## src/rtl/fp_div_pkg.sv

```systemverilog
// Shared encodings for the parametrised floating-point divider: rounding modes,
// flag bit positions, FSM states and operand classes.
package fp_div_pkg;

  localparam logic [1:0] RM_RNE = 2'd0;
  localparam logic [1:0] RM_RTZ = 2'd1;
  localparam logic [1:0] RM_RUP = 2'd2;
  localparam logic [1:0] RM_RDN = 2'd3;

  localparam int FLG_NV = 4;
  localparam int FLG_DZ = 3;
  localparam int FLG_OF = 2;
  localparam int FLG_UF = 1;
  localparam int FLG_NX = 0;

  typedef enum logic [1:0] {ST_IDLE, ST_PREP, ST_ITER, ST_ROUND} state_e;
  typedef enum logic [1:0] {CLS_ZERO, CLS_NORM, CLS_INF, CLS_NAN} cls_e;

endpackage

```

## src/rtl/fp_operand_classify.sv

```systemverilog
// Combinational unpack of one IEEE operand; subnormals (exponent 0) classify as zero.
module fp_operand_classify
  import fp_div_pkg::*;
#(
  parameter int EXP_W = 8,
  parameter int MAN_W = 23
) (
  input  logic [EXP_W+MAN_W:0] op_i,
  output logic                 sign_o,
  output logic [EXP_W-1:0]     exp_o,
  output logic [MAN_W:0]       sig_o,
  output cls_e                 cls_o
);

  logic [EXP_W-1:0] exp_f;
  logic [MAN_W-1:0] man_f;

  assign sign_o = op_i[EXP_W+MAN_W];
  assign exp_f  = op_i[EXP_W+MAN_W-1:MAN_W];
  assign man_f  = op_i[MAN_W-1:0];
  assign exp_o  = exp_f;
  assign sig_o  = {1'b1, man_f};

  always_comb begin
    cls_o = CLS_NORM;
    if (exp_f == '0)      cls_o = CLS_ZERO;
    else if (exp_f == '1) cls_o = (man_f == '0) ? CLS_INF : CLS_NAN;
  end

endmodule

```

## src/rtl/fp_div_param.sv

```systemverilog
// Restoring IEEE divider, one quotient bit per clock: MAN_W+5 cycles normal, 2 cycles
// for special operands; start_i is only taken in IDLE, otherwise ignored while busy_o.
module fp_div_param
  import fp_div_pkg::*;
#(
  parameter int EXP_W = 8,
  parameter int MAN_W = 23
) (
  input  logic                     clk_i,
  input  logic                     rst_i,
  input  logic                     start_i,
  input  logic [EXP_W+MAN_W:0]     dividend_i,
  input  logic [EXP_W+MAN_W:0]     divisor_i,
  input  logic [1:0]               rnd_mode_i,
  output logic                     busy_o,
  output logic                     valid_o,
  output logic [EXP_W+MAN_W:0]     result_o,
  output logic [4:0]               flags_o
);

  localparam int W     = 1 + EXP_W + MAN_W;
  localparam int BIAS  = 2**(EXP_W-1) - 1;
  localparam int NITER = MAN_W + 3;
  localparam int EW    = EXP_W + 2;
  localparam int RW    = MAN_W + 3;
  localparam int CW    = $clog2(NITER + 1);
  localparam logic [EW-1:0] EMAX = EW'((1 << EXP_W) - 1);

  state_e           state_q, state_d;
  logic [W-1:0]     a_q, a_d, b_q, b_d, spec_res_q, spec_res_d, res_q, res_d;
  logic [1:0]       rm_q, rm_d;
  logic             spec_q, spec_d, sign_q, sign_d, vld_q, vld_d;
  logic [4:0]       spec_flg_q, spec_flg_d, flg_q, flg_d;
  logic [EW-1:0]    exp_q, exp_d;
  logic [MAN_W:0]   mb_q, mb_d;
  logic [RW-1:0]    rem_q, rem_d;
  logic [NITER-1:0] quo_q, quo_d;
  logic [CW-1:0]    cnt_q, cnt_d;

  logic             sgn_a, sgn_b, a_lt_b, is_nan, inc, grd, rnd, stk, lsb, ovf, udf, ovf_inf;
  logic [EXP_W-1:0] exp_a, exp_b;
  logic [MAN_W:0]   sig_a, sig_b, mant_r;
  cls_e             cls_a, cls_b;
  logic [RW-1:0]    ma_n, shifted;
  logic [RW:0]      trial;
  logic [EW-1:0]    exp_n, e_r;

  fp_operand_classify #(.EXP_W(EXP_W), .MAN_W(MAN_W)) u_cls_a (
    .op_i(a_q), .sign_o(sgn_a), .exp_o(exp_a), .sig_o(sig_a), .cls_o(cls_a));
  fp_operand_classify #(.EXP_W(EXP_W), .MAN_W(MAN_W)) u_cls_b (
    .op_i(b_q), .sign_o(sgn_b), .exp_o(exp_b), .sig_o(sig_b), .cls_o(cls_b));

  // Pre-scale the dividend so the quotient always lands in [1,2).
  assign a_lt_b = sig_a < sig_b;
  assign ma_n   = a_lt_b ? {1'b0, sig_a, 1'b0} : {2'b00, sig_a};
  assign exp_n  = {2'b00, exp_a} - {2'b00, exp_b} + EW'(BIAS) - {{(EW-1){1'b0}}, a_lt_b};
  assign is_nan = (cls_a == CLS_NAN) || (cls_b == CLS_NAN) ||
                  (cls_a == CLS_ZERO && cls_b == CLS_ZERO) ||
                  (cls_a == CLS_INF && cls_b == CLS_INF);

  assign shifted = (cnt_q == '0) ? rem_q : {rem_q[RW-2:0], 1'b0};
  assign trial   = {1'b0, shifted} - {{(RW-MAN_W){1'b0}}, mb_q};

  assign lsb = quo_q[2];
  assign grd = quo_q[1];
  assign rnd = quo_q[0];
  assign stk = |rem_q;

  always_comb begin
    unique case (rm_q)
      RM_RNE:  inc = grd & (rnd | stk | lsb);
      RM_RTZ:  inc = 1'b0;
      RM_RUP:  inc = ~sign_q & (grd | rnd | stk);
      default: inc = sign_q & (grd | rnd | stk);
    endcase
  end

  assign mant_r  = {1'b0, quo_q[NITER-2:2]} + {{MAN_W{1'b0}}, inc};
  assign e_r     = exp_q + {{(EW-1){1'b0}}, mant_r[MAN_W]};
  assign ovf     = !e_r[EW-1] && (e_r >= EMAX);
  assign udf     = e_r[EW-1] || (e_r == '0);
  assign ovf_inf = (rm_q == RM_RNE) || (rm_q == RM_RUP && !sign_q) || (rm_q == RM_RDN && sign_q);

  always_comb begin
    state_d = state_q;  a_d = a_q;  b_d = b_q;  rm_d = rm_q;
    spec_d = spec_q;    spec_res_d = spec_res_q;  spec_flg_d = spec_flg_q;
    sign_d = sign_q;    exp_d = exp_q;  mb_d = mb_q;  rem_d = rem_q;
    quo_d = quo_q;      cnt_d = cnt_q;  res_d = res_q;  flg_d = flg_q;
    vld_d = 1'b0;
    unique case (state_q)
      ST_IDLE: if (start_i) begin
        a_d = dividend_i;  b_d = divisor_i;  rm_d = rnd_mode_i;
        state_d = ST_PREP;
      end
      ST_PREP: if (!spec_q) begin
        sign_d = sgn_a ^ sgn_b;  mb_d = sig_b;  rem_d = ma_n;  exp_d = exp_n;
        cnt_d = '0;  quo_d = '0;
        spec_flg_d = '0;
        if (is_nan) begin
          spec_res_d = {1'b0, {EXP_W{1'b1}}, 1'b1, {(MAN_W-1){1'b0}}};
          spec_flg_d[FLG_NV] = 1'b1;
        end else if (cls_a == CLS_INF) begin
          spec_res_d = {sgn_a ^ sgn_b, {EXP_W{1'b1}}, {MAN_W{1'b0}}};
        end else if (cls_b == CLS_ZERO) begin
          spec_res_d = {sgn_a ^ sgn_b, {EXP_W{1'b1}}, {MAN_W{1'b0}}};
          spec_flg_d[FLG_DZ] = 1'b1;
        end else begin
          spec_res_d = {sgn_a ^ sgn_b, {(W-1){1'b0}}};
        end
        if (cls_a == CLS_NORM && cls_b == CLS_NORM) state_d = ST_ITER;
        else spec_d = 1'b1;
      end else begin
        // Second PREP cycle publishes the special-case result.
        res_d = spec_res_q;  flg_d = spec_flg_q;  vld_d = 1'b1;
        spec_d = 1'b0;  state_d = ST_IDLE;
      end
      ST_ITER: begin
        rem_d = trial[RW] ? shifted : trial[RW-1:0];
        quo_d = {quo_q[NITER-2:0], ~trial[RW]};
        cnt_d = cnt_q + CW'(1);
        if (cnt_q == CW'(NITER-1)) state_d = ST_ROUND;
      end
      ST_ROUND: begin
        flg_d = '0;
        if (ovf) begin
          res_d = ovf_inf ? {sign_q, {EXP_W{1'b1}}, {MAN_W{1'b0}}}
                          : {sign_q, {(EXP_W-1){1'b1}}, 1'b0, {MAN_W{1'b1}}};
          flg_d[FLG_OF] = 1'b1;
          flg_d[FLG_NX] = 1'b1;
        end else if (udf) begin
          res_d = {sign_q, {(W-1){1'b0}}};
          flg_d[FLG_UF] = 1'b1;
          flg_d[FLG_NX] = 1'b1;
        end else begin
          res_d = {sign_q, e_r[EXP_W-1:0], mant_r[MAN_W-1:0]};
          flg_d[FLG_NX] = grd | rnd | stk;
        end
        vld_d = 1'b1;
        state_d = ST_IDLE;
      end
      default: state_d = ST_IDLE;
    endcase
  end

  always_ff @(posedge clk_i or posedge rst_i) begin
    if (rst_i) begin
      state_q <= ST_IDLE;  a_q <= '0;  b_q <= '0;  rm_q <= '0;
      spec_q <= 1'b0;  spec_res_q <= '0;  spec_flg_q <= '0;
      sign_q <= 1'b0;  exp_q <= '0;  mb_q <= '0;  rem_q <= '0;
      quo_q <= '0;  cnt_q <= '0;  res_q <= '0;  flg_q <= '0;  vld_q <= 1'b0;
    end else begin
      state_q <= state_d;  a_q <= a_d;  b_q <= b_d;  rm_q <= rm_d;
      spec_q <= spec_d;  spec_res_q <= spec_res_d;  spec_flg_q <= spec_flg_d;
      sign_q <= sign_d;  exp_q <= exp_d;  mb_q <= mb_d;  rem_q <= rem_d;
      quo_q <= quo_d;  cnt_q <= cnt_d;  res_q <= res_d;  flg_q <= flg_d;  vld_q <= vld_d;
    end
  end

  assign busy_o   = (state_q != ST_IDLE);
  assign valid_o  = vld_q;
  assign result_o = res_q;
  assign flags_o  = flg_q;

endmodule

```

## config.mk

```make
export PLATFORM = sky130hd
export DESIGN_NAME = fp_div_param
export DESIGN_NICKNAME = d
export VERILOG_FILES = /design/src/rtl/fp_div_pkg.sv /design/src/rtl/fp_operand_classify.sv /design/src/rtl/fp_div_param.sv
export SDC_FILE = /design/constraint.sdc
export NUM_CORES = 1
export LEC_CHECK = 0
export ABC_AREA = 1
export BUFFER_PORTS_ARGS = -buffer_cell sky130_fd_sc_hd__buf_2
export CAP_MARGIN = 20
export CELL_PAD_IN_SITES_DETAIL_PLACEMENT = 0
export CELL_PAD_IN_SITES_GLOBAL_PLACEMENT = 1
export CORE_ASPECT_RATIO = 1.5
export CORE_MARGIN = 2
export CORE_UTILIZATION = 48
export CTS_CLUSTER_DIAMETER = 50
export DETAILED_ROUTE_END_ITERATION = 16
export GPL_TIMING_DRIVEN = 0
export PLACE_DENSITY = 0.95
export SYNTH_ARGS = -nofsm -noshare
export SYNTH_HDL_FRONTEND = slang
export SYNTH_SLANG_ARGS = --single-unit
```

## constraint.sdc

```tcl
create_clock -name clk_i -period 15.3 [get_ports clk_i]
set_clock_uncertainty 0.2 [all_clocks]
set_input_delay 1.53 -clock clk_i [delete_from_list [all_inputs] [get_ports clk_i]]
set_output_delay 1.53 -clock clk_i [all_outputs]
set_load 0.005 [all_outputs]
```

## After elaboration in Yosys (flattened, before gate mapping)

Index checks and enable logic that the tools add are counted.

| cells by class | value |
|---|---|
| add/subtract/negate cells | 7 |
| magnitude comparators | 2 |
| equal/unequal tests | 20 |
| multiplexer cells | 44 |
| bitwise operators | 11 |
| reduce and logical (&&, ||, !) cells | 33 |

Operators by type and width:

| kind | number |
|---|---|
| $mux 31 | 4 |
| $mux 26 | 3 |
| $mux 32 | 2 |
| $pmux 32 s2 | 1 |
| $pmux 26 s2 | 1 |
| $mux 25 | 2 |
| $pmux 25 s2 | 1 |
| $logic_not 23->1 | 2 |
| $sub 26x24->27 | 1 |
| $reduce_or 26->1 | 1 |
| $add 23x1->24 | 1 |
| $lt 24x24->1 | 1 |
| $mux 24 | 1 |
| $pmux 5 s2 | 2 |
| $eq 2x2->1 const B | 8 |
| $eq 8x8->1 const B | 2 |
| $logic_not 8->1 | 2 |
| $mux 2 | 8 |
| $mux 1 | 14 |
| $add 10x1->10 | 1 |
| $add 9x8->10 const B | 1 |
| $ge 10x8->1 const B | 1 |
| $logic_not 10->1 | 1 |
| $mux 5 | 2 |
| 22 further kinds | 54 |

| storage, ports and cells | value |
|---|---|
| bits in registers | 232 |
| input port bits | 69 |
| output and inout port bits | 39 |
| logic and storage cells | 133 |

## Logic depth before layout (Yosys ltp)

| depth | value |
|---|---|
| depth after elaboration | 12 |
| depth in mapped cells | 31 |
| gate-level depth less buffers | 30 |

## Cells and area by module

A second synthesis with hierarchy kept.

| second synthesis, totals | value |
|---|---|
| cells, all modules | 1910 |
| area, all modules | 13883.3 µm² |

By module, submodules not included:

| module | instances | cells an instance | area an instance (µm²) | sequential area each (µm²) |
|---|---|---|---|---|
| fp_div_param | 1 | 1760 | 13062.5 | 5054.8 |
| fp_operand_classify | 2 | 75 | 410.4 | 0.0 |

## Worst setup path after synthesis

OpenSTA, ideal clock, no wires.

| path | value |
|---|---|
| path type | reg2reg |
| start | register rm_q[1] |
| end | register res_q[23] (netlist: result_o[23]) |
| setup time | 0.117 ns |
| data arrival time | 3.602 ns |
| required time | 14.983 ns |
| slack | 11.381 ns |
| cell stages (with the launch flop) | 32 |
| path buffers | 1 |
| clock period less this slack | 3.919 ns |
| cells stage by stage | dfrtp_1 -> inv_1 -> nor2_1 -> ha_1 -> nor2_1 -> nand2_1 -> nand2_1 -> ha_1 -> nand3_1 -> inv_1 -> nand3_1 -> nor2_1 -> nand2_1 -> nor2_1 -> nand3_1 -> nor4_1 -> ha_1 -> ha_1 -> inv_1 -> nor2_1 -> nand2_1 -> nand2_1 -> nand3_1 -> nor2_1 -> nand3_1 -> nand2_1 -> buf_4 -> nor2_1 -> nand2_1 -> nand3_1 -> nand2_1 -> nand2_1 |

| on the way | value |
|---|---|
| longest elaborated chain between the ends | 9 |
| elaborated cells on any way between the ends | 20 |
| classes of those cells | add/sub (2); order compare (1); eq/ne (3); mux (5); reduce/logical (9) |

RTL lines:

| what | RTL line | RTL |
|---|---|---|
| from (decl) | fp_div_param.sv:31 | `logic [1:0] rm_q, rm_d;` |
| from (signal assigned) | fp_div_param.sv:147 | `state_q <= ST_IDLE; a_q <= '0; b_q <= '0; rm_q <= '0;` |
| from (signal assigned) | fp_div_param.sv:152 | `state_q <= state_d; a_q <= a_d; b_q <= b_d; rm_q <= rm_d;` |
| branches (longest 7 deep; another with $add 23x1->24) | -- |  |
| $mux 31 (*) | fp_div_param.sv:125 | `if (ovf) begin` |
| $pmux 32 s2 (*) | fp_div_param.sv:90 | `unique case (state_q)` |
| to (signal assigned) | fp_div_param.sv:155 | `quo_q <= quo_d; cnt_q <= cnt_d; res_q <= res_d; flg_q <= flg_d; vld_q <= vld_d;` |
| to (decl) | fp_div_param.sv:30 | `logic [W-1:0] a_q, a_d, b_q, b_d, spec_res_q, spec_res_d, res_q, res_d;` |

Mark *: on every way between the ends.
A chain may end at the register's enable or synchronous reset.

## Worst setup path in the final report

Same ends and word-level chain as after synthesis.

==> results.md <==
* Status: completed
* Synthesized cell area at 13200 um^2
* Vias per inst at 5.27
* CP max FO at 10
* Vias at 12.4k
* Share of post-route cells with drive strength above 1 at 10.6%
* Distinct cells, synth at 47
* Number of buffers added for setup after CTS at 0
* Initial antenna violation count at 0
* Post-synthesis async set-or-reset flop share at 100%
* Die area at 28900 um^2
* R2R Setup Slk at 10190 ps
* Synthesis Warnings at 0
* DP HPWL at 29400 um
* # fillers at 2666
* CTS Buffer Depth at 3
* Vias in the first global route at 12.2k
* First-pass GRT wire length at 60000 um
* Post-CTS Resized at 0
* Commonest non-fill, non-tap cell in the layout: nand2_1
* WL met2 at 19000 um
* Maxcap violations at 0
* Largest net degree at the start of global routing at 107
* TritonRoute pass-1 iters at 5
* # IOs at 108
* Largest incremental delay on the critical path at 410 ps
* Crit path time final at 5110 ps
* Final worst-path cycle share at 33.4%
* Hold_buf cts at 0
* Max-slew violations at 0
* Clock-pin slew on the worst setup and hold paths at 60 ps
* CP dominant cell by count: nand2_1
* Final nets at 2137
* Req. time, crit path at 15510 ps
* Hold Path Class: reg2reg
* Rows at 74
* Top Layer Used: met4
* Post-synthesis register bit count at 202
* Kind of critical path: reg2reg
* Synthesized instance count at 1862
* Ys flop type: dfrtp_1
* Endpoints failing setup at 0
* Worst-Margin Slew at 723 ps
* Residual DRC at 0
* GP Congestion at 0.944
* Final Hold Viols at 0
* WP data arrival at 5320 ps
* Grt ovf at 0
* CTS tree: built
* DIE HEIGHT at 207 um
* Buf/Inv on CP at 4
* Initial core utilization at 48.7%
* CP delay by family, top: simple AND/OR/NAND/NOR gates
* Worst setup EP type: flip-flop
* Fmax at 196 MHz
* DR WL met3 at 1230 um
* Post-Syn Nets at 2004
* Post-synth EDFFs at 0
* Core Region at 27100 um^2
* All-Layer GR Usage at 25.4%
* Slowest CP cell: dfrtp_1
* Clk root buf: clkbuf_16
* Syn Area/Cell at 7.09 um^2
* Commonest cells after routing, fill and taps aside: 545 x nand2_1, 264 x inv_1, 202 x dfrtp_1, 167 x nor2_1, 134 x nand3_1
* Setup_tns at 0 ps
* Num CTS Buffers at 23
* IO buf count at 107
* P&R area growth vs syn at 13.8%
* Routed WL per cell at 15.6 um
* Critical Path Start Type: flip-flop
* WL final at 36800 um
* Die Width at 139 um
* Met1 wire length at 15100 um
* Iter 0 DRT Violations at 798
* Register area share after synthesis at 38.3%
* RSZ-0062 raised after global routing: no
* Sink Count at 202
* Clk_lat worst skew at 530 ps
* H-tree depth at 1
* Number of diodes at 0
* Max-slew headroom at 51.8%
* Routed Antenna Nets at 0
tightest hold or removal path: stages (launching register included):
cell and delay (ps):
dfrtp_1 340, nand2_1 50, nand2_1 50
sequential cells by signal, indices dropped and copies added (netlist names), 2 cells and up, named ones only:
signal,cells
rm_q,2
cnt_q,5
flags_o,5
b_q,32
mb_q,24
result_o,32
spec_res_q,3
exp_q,10
quo_q,25
a_q,32
rem_q,26
synth_stat cells, types with 2 or more instances:
cell type	number	area [um^2]
nand2_1	545	2050
inv_1	265	995
dfrtp_1	202	5050
nor2_1	167	627
nand3_1	134	671
a21oi_1	100	500
o21ai_0	100	500
ha_1	70	876
nand4_1	35	219
clkbuf_1	31	116
o22ai_1	28	175
xor2_1	24	210
nor3_1	20	100
mux2_2	14	158
o21ai_1	12	60.1
nand2_2	11	68.8
nor4_1	11	68.8
xnor2_1	11	96.3
buf_2	9	45.0
nand3b_1	8	60.1
buf_4	7	52.6
o21bai_1	7	52.6
buf_1	5	18.8
nor2_2	5	31.3
a21o_1	4	30.0
a31oi_1	4	25.0
buf_6	4	45.0
or2_2	4	25.0
clkinv_1	3	11.3
fa_1	3	60.1
a32o_1	2	20.0
nand3_2	2	20.0
metal layers:
layer | vias to the layer above | track usage, %
met2 | 289 | 46.7
met1 | 5783 | 30.3
li1 | 6254 | -
met5 | - | 0
met4 | 0 | 10.8
met3 | 80 | 2.15
metrics by stage:
stage | setup WS (ps) | std cells | area [um^2] | utilization [%] | hold slack, ps
finish | 10190 | 2354 | 15000 | 55.4 | 270
global route | 9600 | 2354 | 15000 | 55.4 | 304
detailed placement | 10270 | 2312 | 14200 | 52.3 | 260
floorplan | 8060 | 1862 | 13200 | - | 226
CTS | 10220 | 2354 | 15000 | 55.4 | 277
global placement | 5940 | 2311 | 14200 | 52.2 | 252
logic make-up after synthesis:
kind of cell / after synthesis / share of synthesized area [%]
AOI/OAI and AO/OA: 262 / 10.7
adders and majority gates: 73 / 7.09
buffers and inverters: 326 / 9.79
muxes: 15 / 1.27
and+or+nand+nor: 948 / 30.4
xor gates and xnor gates: 36 / 2.45
DFF: 202 / 38.3
worst paths after layout:
kind / start / endpoint / cells after the start
worst max-delay path: rm_q[1] / result_o[23] / 31
worst min-delay path: result_o[8] / result_o[8] / 2
worst max register to register: rm_q[1] / result_o[23] / 31
worst min register to register: result_o[8] / result_o[8] / 2
max in group asynchronous: rst_i / rm_q[1] / 3
min in group asynchronous: rst_i / rem_q[6] / 2
cell type report:
cell class | count | area [um^2] | area share [%]
Tap cell | 342 | 428 | 2.85
Sequential cell | 202 | 5050 | 33.7
Timing Repair Buffer | 108 | 563 | 3.75
Inverter | 269 | 1020 | 6.77
Multi-Input combinational cell | 1334 | 6850 | 45.6
Clock inverter | 12 | 185 | 1.23
Clock buffer | 30 | 632 | 4.21
Buffer | 57 | 283 | 1.88
Power is left out: the tool's default activity adds up to more than one toggle a clock period on the data nets, which glitch-free logic cannot reach.
